[config.mk]
export PLATFORM = sky130hd
export DESIGN_NAME = rcfg_mgr_flat
export DESIGN_NICKNAME = d
export VERILOG_FILES = /design/src/rtl/rcfg_mgr_if.sv /design/src/rtl/rcfg_mgr.sv /design/src/flat_wrapper.sv
export SDC_FILE = /design/constraint.sdc
export NUM_CORES = 1
export LEC_CHECK = 0
export ABC_AREA = 1
export BUFFER_PORTS_ARGS = -buffer_cell sky130_fd_sc_hd__buf_2
export CORE_ASPECT_RATIO = 1.75
export CORE_MARGIN = 1.5
export CORE_UTILIZATION = 59
export CTS_CLUSTER_SIZE = 40
export DETAILED_ROUTE_END_ITERATION = 6
export HOLD_SLACK_MARGIN = 0.15
export PLACE_DENSITY = 0.87
export SKIP_CTS_REPAIR_TIMING = 1
export SYNTH_ARGS = -nofsm -noshare
export SYNTH_HDL_FRONTEND = slang
export SYNTH_SLANG_ARGS = --single-unit
[constraint.sdc]
create_clock -name clk -period 5 [get_ports clk]
set_input_delay 1 -clock clk [delete_from_list [all_inputs] [get_ports clk]]
set_output_delay 1 -clock clk [all_outputs]
set_load 0.01 [all_outputs]
[src/rtl/rcfg_mgr_if.sv]
// Request, table-write and ICAP handshake bundle for rcfg_mgr.
// master: the requester / ICAP side; slave: the manager itself.
interface rcfg_mgr_if;
    // Request channel
    logic        req;
    logic [1:0]  req_id;
    logic        req_rdbk;
    logic        busy;
    logic        done;
    logic        err;
    // Bitstream table write port
    logic        tbl_we;
    logic [1:0]  tbl_idx;
    logic [31:0] tbl_baddr;
    logic [31:0] tbl_bsize;
    // ICAP interface
    logic        rc_start;
    logic        rc_bop;
    logic [31:0] rc_baddr;
    logic [31:0] rc_bsize;
    logic        rc_done;
    // Reconfigurable region control
    logic        rr_isolate;
    logic        rr_reset;

    modport master (
        output req, req_id, req_rdbk, tbl_we, tbl_idx, tbl_baddr, tbl_bsize, rc_done,
        input  busy, done, err, rc_start, rc_bop, rc_baddr, rc_bsize, rr_isolate, rr_reset
    );

    modport slave (
        input  req, req_id, req_rdbk, tbl_we, tbl_idx, tbl_baddr, tbl_bsize, rc_done,
        output busy, done, err, rc_start, rc_bop, rc_baddr, rc_bsize, rr_isolate, rr_reset
    );
endinterface

[src/rtl/rcfg_mgr.sv]
// Partial-reconfiguration manager: looks up a bitstream in a 4-entry table, isolates the
// region, drives one ICAP transfer, resets the region and releases isolation.
// Optional feature: define RCFG_MGR_RDBK_EN to allow readback requests (req_rdbk=1);
// without it every operation is a configure and readback requests are rejected with err.
module rcfg_mgr #(
    parameter int unsigned ISO_CYCLES = 4,
    parameter int unsigned RST_CYCLES = 8
) (
    input logic       clk,
    input logic       rst,
    rcfg_mgr_if.slave bus
);

    typedef enum logic [2:0] {
        StIdle,
        StIsolate,
        StStart,
        StWait,
        StReset,
        StRelease,
        StDone
    } state_e;

    // Counters load N-1 and the state exits when they reach zero, giving exactly N cycles.
    localparam logic [7:0] IsoLoad = 8'(ISO_CYCLES - 1);
    localparam logic [7:0] RstLoad = 8'(RST_CYCLES - 1);

    state_e      state_q, state_d;
    logic [7:0]  iso_cnt_q, iso_cnt_d;
    logic [7:0]  rst_cnt_q, rst_cnt_d;
    logic [31:0] tbl_baddr_q [4];
    logic [31:0] tbl_bsize_q [4];
    logic [31:0] baddr_q, baddr_d;
    logic [31:0] bsize_q, bsize_d;
    logic        bop_q, bop_d;
    logic        err_q, err_d;

    logic        entry_empty;
    logic        rdbk_bad;
    logic        req_bop;
    logic        accept;
    logic        reject;

    // Request decode; reads the table registers, so a same-cycle write is not yet visible.
    always_comb begin
        entry_empty = (tbl_bsize_q[bus.req_id] == 32'd0);
`ifdef RCFG_MGR_RDBK_EN
        rdbk_bad    = 1'b0;
        req_bop     = ~bus.req_rdbk;
`else
        rdbk_bad    = bus.req_rdbk;
        req_bop     = 1'b1;
`endif
        accept      = (state_q == StIdle) && bus.req && !entry_empty && !rdbk_bad;
        reject      = (state_q == StIdle) && bus.req && (entry_empty || rdbk_bad);
    end

    // Bitstream table, writable in any state.
    always_ff @(posedge clk) begin
        if (rst) begin
            for (int i = 0; i < 4; i++) begin
                tbl_baddr_q[i] <= 32'd0;
                tbl_bsize_q[i] <= 32'd0;
            end
        end else if (bus.tbl_we) begin
            tbl_baddr_q[bus.tbl_idx] <= bus.tbl_baddr;
            tbl_bsize_q[bus.tbl_idx] <= bus.tbl_bsize;
        end
    end

    // Next-state, counter and latched-parameter logic.
    always_comb begin
        state_d   = state_q;
        iso_cnt_d = iso_cnt_q;
        rst_cnt_d = rst_cnt_q;
        baddr_d   = baddr_q;
        bsize_d   = bsize_q;
        bop_d     = bop_q;
        err_d     = reject;

        unique case (state_q)
            StIdle: begin
                if (accept) begin
                    baddr_d   = tbl_baddr_q[bus.req_id];
                    bsize_d   = tbl_bsize_q[bus.req_id];
                    bop_d     = req_bop;
                    iso_cnt_d = IsoLoad;
                    state_d   = StIsolate;
                end
            end
            StIsolate: begin
                if (iso_cnt_q == 8'd0) begin
                    state_d = StStart;
                end else begin
                    iso_cnt_d = iso_cnt_q - 8'd1;
                end
            end
            StStart: begin
                state_d = StWait;
            end
            StWait: begin
                if (bus.rc_done) begin
                    rst_cnt_d = RstLoad;
                    state_d   = StReset;
                end
            end
            StReset: begin
                if (rst_cnt_q == 8'd0) begin
                    state_d = StRelease;
                end else begin
                    rst_cnt_d = rst_cnt_q - 8'd1;
                end
            end
            StRelease: begin
                state_d = StDone;
            end
            StDone: begin
                state_d = StIdle;
            end
            default: begin
                state_d = StIdle;
            end
        endcase
    end

    // State and datapath registers.
    always_ff @(posedge clk) begin
        if (rst) begin
            state_q   <= StIdle;
            iso_cnt_q <= 8'd0;
            rst_cnt_q <= 8'd0;
            baddr_q   <= 32'd0;
            bsize_q   <= 32'd0;
            bop_q     <= 1'b0;
            err_q     <= 1'b0;
        end else begin
            state_q   <= state_d;
            iso_cnt_q <= iso_cnt_d;
            rst_cnt_q <= rst_cnt_d;
            baddr_q   <= baddr_d;
            bsize_q   <= bsize_d;
            bop_q     <= bop_d;
            err_q     <= err_d;
        end
    end

    // Outputs are either registers or pure decodes of state_q.
    assign bus.busy       = (state_q != StIdle);
    assign bus.done       = (state_q == StDone);
    assign bus.err        = err_q;
    assign bus.rc_start   = (state_q == StStart);
    assign bus.rc_bop     = bop_q;
    assign bus.rc_baddr   = baddr_q;
    assign bus.rc_bsize   = bsize_q;
    assign bus.rr_reset   = (state_q == StReset);
    assign bus.rr_isolate = (state_q == StIsolate) || (state_q == StStart) ||
                            (state_q == StWait) || (state_q == StReset) ||
                            (state_q == StRelease);

endmodule

[src/flat_wrapper.sv]
// flat-port wrapper written by rule: the top's interface ports become plain ports
module rcfg_mgr_flat 
#(
    parameter int unsigned ISO_CYCLES = 4,
    parameter int unsigned RST_CYCLES = 8
)
  (clk, rst, bus_req, bus_req_id, bus_req_rdbk, bus_tbl_we, bus_tbl_idx, bus_tbl_baddr, bus_tbl_bsize, bus_rc_done, bus_busy, bus_done, bus_err, bus_rc_start, bus_rc_bop, bus_rc_baddr, bus_rc_bsize, bus_rr_isolate, bus_rr_reset);
  rcfg_mgr_if bus_i ();
  input logic clk;
  input logic rst;
  input wire logic [$bits(bus_i.req)-1:0] bus_req;
  input wire logic [$bits(bus_i.req_id)-1:0] bus_req_id;
  input wire logic [$bits(bus_i.req_rdbk)-1:0] bus_req_rdbk;
  input wire logic [$bits(bus_i.tbl_we)-1:0] bus_tbl_we;
  input wire logic [$bits(bus_i.tbl_idx)-1:0] bus_tbl_idx;
  input wire logic [$bits(bus_i.tbl_baddr)-1:0] bus_tbl_baddr;
  input wire logic [$bits(bus_i.tbl_bsize)-1:0] bus_tbl_bsize;
  input wire logic [$bits(bus_i.rc_done)-1:0] bus_rc_done;
  output wire logic [$bits(bus_i.busy)-1:0] bus_busy;
  output wire logic [$bits(bus_i.done)-1:0] bus_done;
  output wire logic [$bits(bus_i.err)-1:0] bus_err;
  output wire logic [$bits(bus_i.rc_start)-1:0] bus_rc_start;
  output wire logic [$bits(bus_i.rc_bop)-1:0] bus_rc_bop;
  output wire logic [$bits(bus_i.rc_baddr)-1:0] bus_rc_baddr;
  output wire logic [$bits(bus_i.rc_bsize)-1:0] bus_rc_bsize;
  output wire logic [$bits(bus_i.rr_isolate)-1:0] bus_rr_isolate;
  output wire logic [$bits(bus_i.rr_reset)-1:0] bus_rr_reset;
  assign bus_i.req = bus_req;
  assign bus_i.req_id = bus_req_id;
  assign bus_i.req_rdbk = bus_req_rdbk;
  assign bus_i.tbl_we = bus_tbl_we;
  assign bus_i.tbl_idx = bus_tbl_idx;
  assign bus_i.tbl_baddr = bus_tbl_baddr;
  assign bus_i.tbl_bsize = bus_tbl_bsize;
  assign bus_i.rc_done = bus_rc_done;
  assign bus_busy = bus_i.busy;
  assign bus_done = bus_i.done;
  assign bus_err = bus_i.err;
  assign bus_rc_start = bus_i.rc_start;
  assign bus_rc_bop = bus_i.rc_bop;
  assign bus_rc_baddr = bus_i.rc_baddr;
  assign bus_rc_bsize = bus_i.rc_bsize;
  assign bus_rr_isolate = bus_i.rr_isolate;
  assign bus_rr_reset = bus_i.rr_reset;
  rcfg_mgr #(.ISO_CYCLES(ISO_CYCLES), .RST_CYCLES(RST_CYCLES)) u_core (.clk(clk), .rst(rst), .bus(bus_i));
endmodule
==> results.cfg <==
[clock_network]
clockBufferDepth = 3
clock-sinks = 341
clk_latency_ns = 0.55
root_buffer = clkbuf_16
path_clk_slew_ns = 0.07
h-tree-depth = 1
cts_tree = built
numCtsBuffers = 29

[finish]
fin_area_mm2 = 0.0161
diodes = 0
postLayoutCoreUtil_pct = 67.2
multiInputGateArea_mm2 = 0.00421
fill_cells = 1783
drive_above_1_share_pct = 12.9
final_cells = 1930
fin_nets = 1678
area_growth_syn_to_layout_pct = 12.1
seqCellArea_mm2 = 0.00939

[sta]
tightest_slew_ns = 1.05
clock_skew_ns = 0.0129
hold_viol_final = 0
finalSetupViolations = 0
tns_ns = 0
rsz0062_at_grt = no
timing.fmax_mhz = 261
slew_headroom_pct = 29.7
setup_slack_ns = 1.17
report.final.slew_viol_count = 0
period_needed_ns = 3.83
period_share_pct = 76.5

[placement]
io_buffer_count = 144
pre_cts_ws_ns = 0.692
placedCellCount = 1877
gp_congestion = 0.866
dp.final_hpwl_um = 21700
placed_cell_area_mm2 = 0.0152

[floorplanning]
start_util_pct = 60.0
row_count = 75
die_y_um = 209
chipWidth_um = 121
io_pins = 145
core-area_mm2 = 0.0239
dieArea_mm2 = 0.0253

[detailed_routing]
wl_per_cell_um = 19.2
vias = 11238
drt-vias-per-instance = 5.82
wirelength_um = 37000
drc = 8
top_layer_used = met4
drt_iter0_drc = 1198
first_pass_iters = 7
ant_nets = 0
met1_length_um = 12200
wl_met3_um = 3290
wl_met2_um = 19900

[setup_path]
cp-end-kind = flip-flop
critPathArrivalTime_ns = 4.27
crit_type = input pin to flip-flop
worstPathRequired_ns = 5.44
worst-path-max-fanout = 65
rrSetupSlack_ns = 2.25
startpoint_type = input pin

[power]
switchingPower_mw = 1.98
power.density_mw_per_mm2 = 431
p_int_mw = 4.95
switching_share_pct = 28.5
p_leak_nw = 6.70
combPwrFrac_pct = 17.6
peakVddDrop_v = 0.000312
clockPowerShare_pct = 31.6
power.share.sequential_pct = 50.8

[grt]
grt_start_max_net_pins = 76
grt_pass1_wl_um = 56500
track_usage_pct = 29.1
antenna_found_initial = 0
first_global_vias = 11214
grt_overflow = 0

[yosys]
syn_area_mm2 = 0.0143
syn_inst = 1507
yosysSeqAreaShare_pct = 65.4
syn_nets = 1585
ys_seq_elements = 341
avgSynthCellArea_um2 = 9.52
yosysUniqueCellTypes = 27
yosysWarnings = 0

[flow_run]
maxCapViolCount = 0

[outcome]
violations = design-rule violations
status = finished, violations left

[min_path]
hold_path_class = flip-flop to flip-flop
-- placed cells by master, fill, tap and decap left out --
cell type  instances
nor2_1           362
nand2_1          278
edfxtp_1         256
buf_2            143
o21ai_0          103
inv_1             94
nand3_1           86
dfxtp_1           85
a21oi_1           83
o22ai_1           32
clkbuf_16         29
buf_4             13
clkbuf_1          10
clkinv_2           5
nand2_4            4
ha_1               4
clkinv_1           4
nor3_1             3
inv_2              3
a31oi_1            3
nand2_2            2
nand3_2            2
nand3b_1           2
or2_2              2
xor2_1             2
bufinv_16          2
clkbuf_8           2
inv_4              1
and3_1             1
a211oi_1           1
o31ai_1            1
nand4_1            1
o21a_1             1
clkinv_4           1
buf_12             1
-- final timing paths --
check | end | from | depth (start not counted)
setup / recovery | u_core.iso_cnt_q[7] | bus_req_id[0] | 15
setup reg to reg | u_core.iso_cnt_q[7] | u_core.tbl_bsize_q[0][1] | 13
hold / removal | u_core.rst_cnt_q[0] | u_core.rst_cnt_q[0] | 1
hold reg to reg | u_core.rst_cnt_q[0] | u_core.rst_cnt_q[0] | 1
-- critical path: stages --
cell and delay, ns:
buf_4 0.45, inv_4 0.40, nand2_1 0.15, nand3_1 0.08, nand2_1 0.20, nand2_1 0.07, nor2_1 0.21, nand2_1 0.08
nor2_1 0.11, nand2_1 0.10, nand3_2 0.08, buf_4 0.39, nand2_1 0.51, a21oi_1 0.29, nor2_1 0.07
-- sequential cells by signal, indices dropped and copies added, names as in the netlist --
signal	cells
u_core.bus.err	1
u_core.bus.rc_bsize	32
u_core.state_q	3
u_core.iso_cnt_q	8
u_core.tbl_baddr_q	128
u_core.rst_cnt_q	8
u_core.tbl_bsize_q	128
u_core.bus.rc_baddr	32
u_core.bus.rc_bop	1
-- stage by stage --
step	power (mW)	hold slack (ns)
after floorplan	4.39	0.431
after global placement	4.73	0.448
after detailed placement	4.78	0.455
after CTS	6.92	0.465
after global routing	7.20	0.485
final	6.93	0.461
-- layer usage --
metal / global-route usage, % / vias up
met4: 16.2 / 0
met1: 32.8 / 5306
met2: 52.5 / 645
met3: 4.02 / 108
li1: - / 5179
met5: 0 / -
-- area by class of cell --
class | count | area share (%)
Inverter | 98 | 2.30
Timing Repair Buffer | 157 | 5.18
Sequential cell | 341 | 58.4
Clock inverter | 12 | 0.677
Tap cell | 308 | 2.40
Multi-Input combinational cell | 973 | 26.1
Clock buffer | 41 | 4.92
-- power by group through the flow --
stage / Sequential [mW] / Clock [mW] / Combinational (mW)
after global placement: 3.56 / 0 / 1.17
after detailed placement: 3.57 / 0 / 1.20
after global routing: 3.55 / 2.29 / 1.37
after CTS: 3.52 / 2.19 / 1.21
final: 3.52 / 2.19 / 1.22
after floorplan: 3.56 / 0 / 0.833
-- synthesized netlist by cell type (all sizes together) --
cell    number  area [um2]
o21ai      103         515
nor3         3        15.0
clkbuf      52         195
o31ai        1        7.51
xor2         2        17.5
o22ai       32         200
ha           4        50.1
nand4        1        6.26
and3         1        6.26
o21a         1        7.51
nor2       362        1360
nand2      284        1070
a21oi       83         415
buf         43         231
a31oi        3        18.8
a211oi       1        7.51
or2          2        12.5
nand3       88         445
inv         98         368
dfxtp       85        1700
nand3b       2        15.0
edfxtp     256        7690
-- cells by family after synthesis --
logic type | count (synthesis) | share of synthesized area, %
buffers and inverters | 193 | 5.54
and+or+nand+nor | 743 | 20.4
adders and majority gates | 4 | 0.349
xor gates and xnor gates | 2 | 0.122
AOI/OAI and AO/OA | 224 | 8.17
DFF | 341 | 65.4
Power figures use the tool's default switching activity.
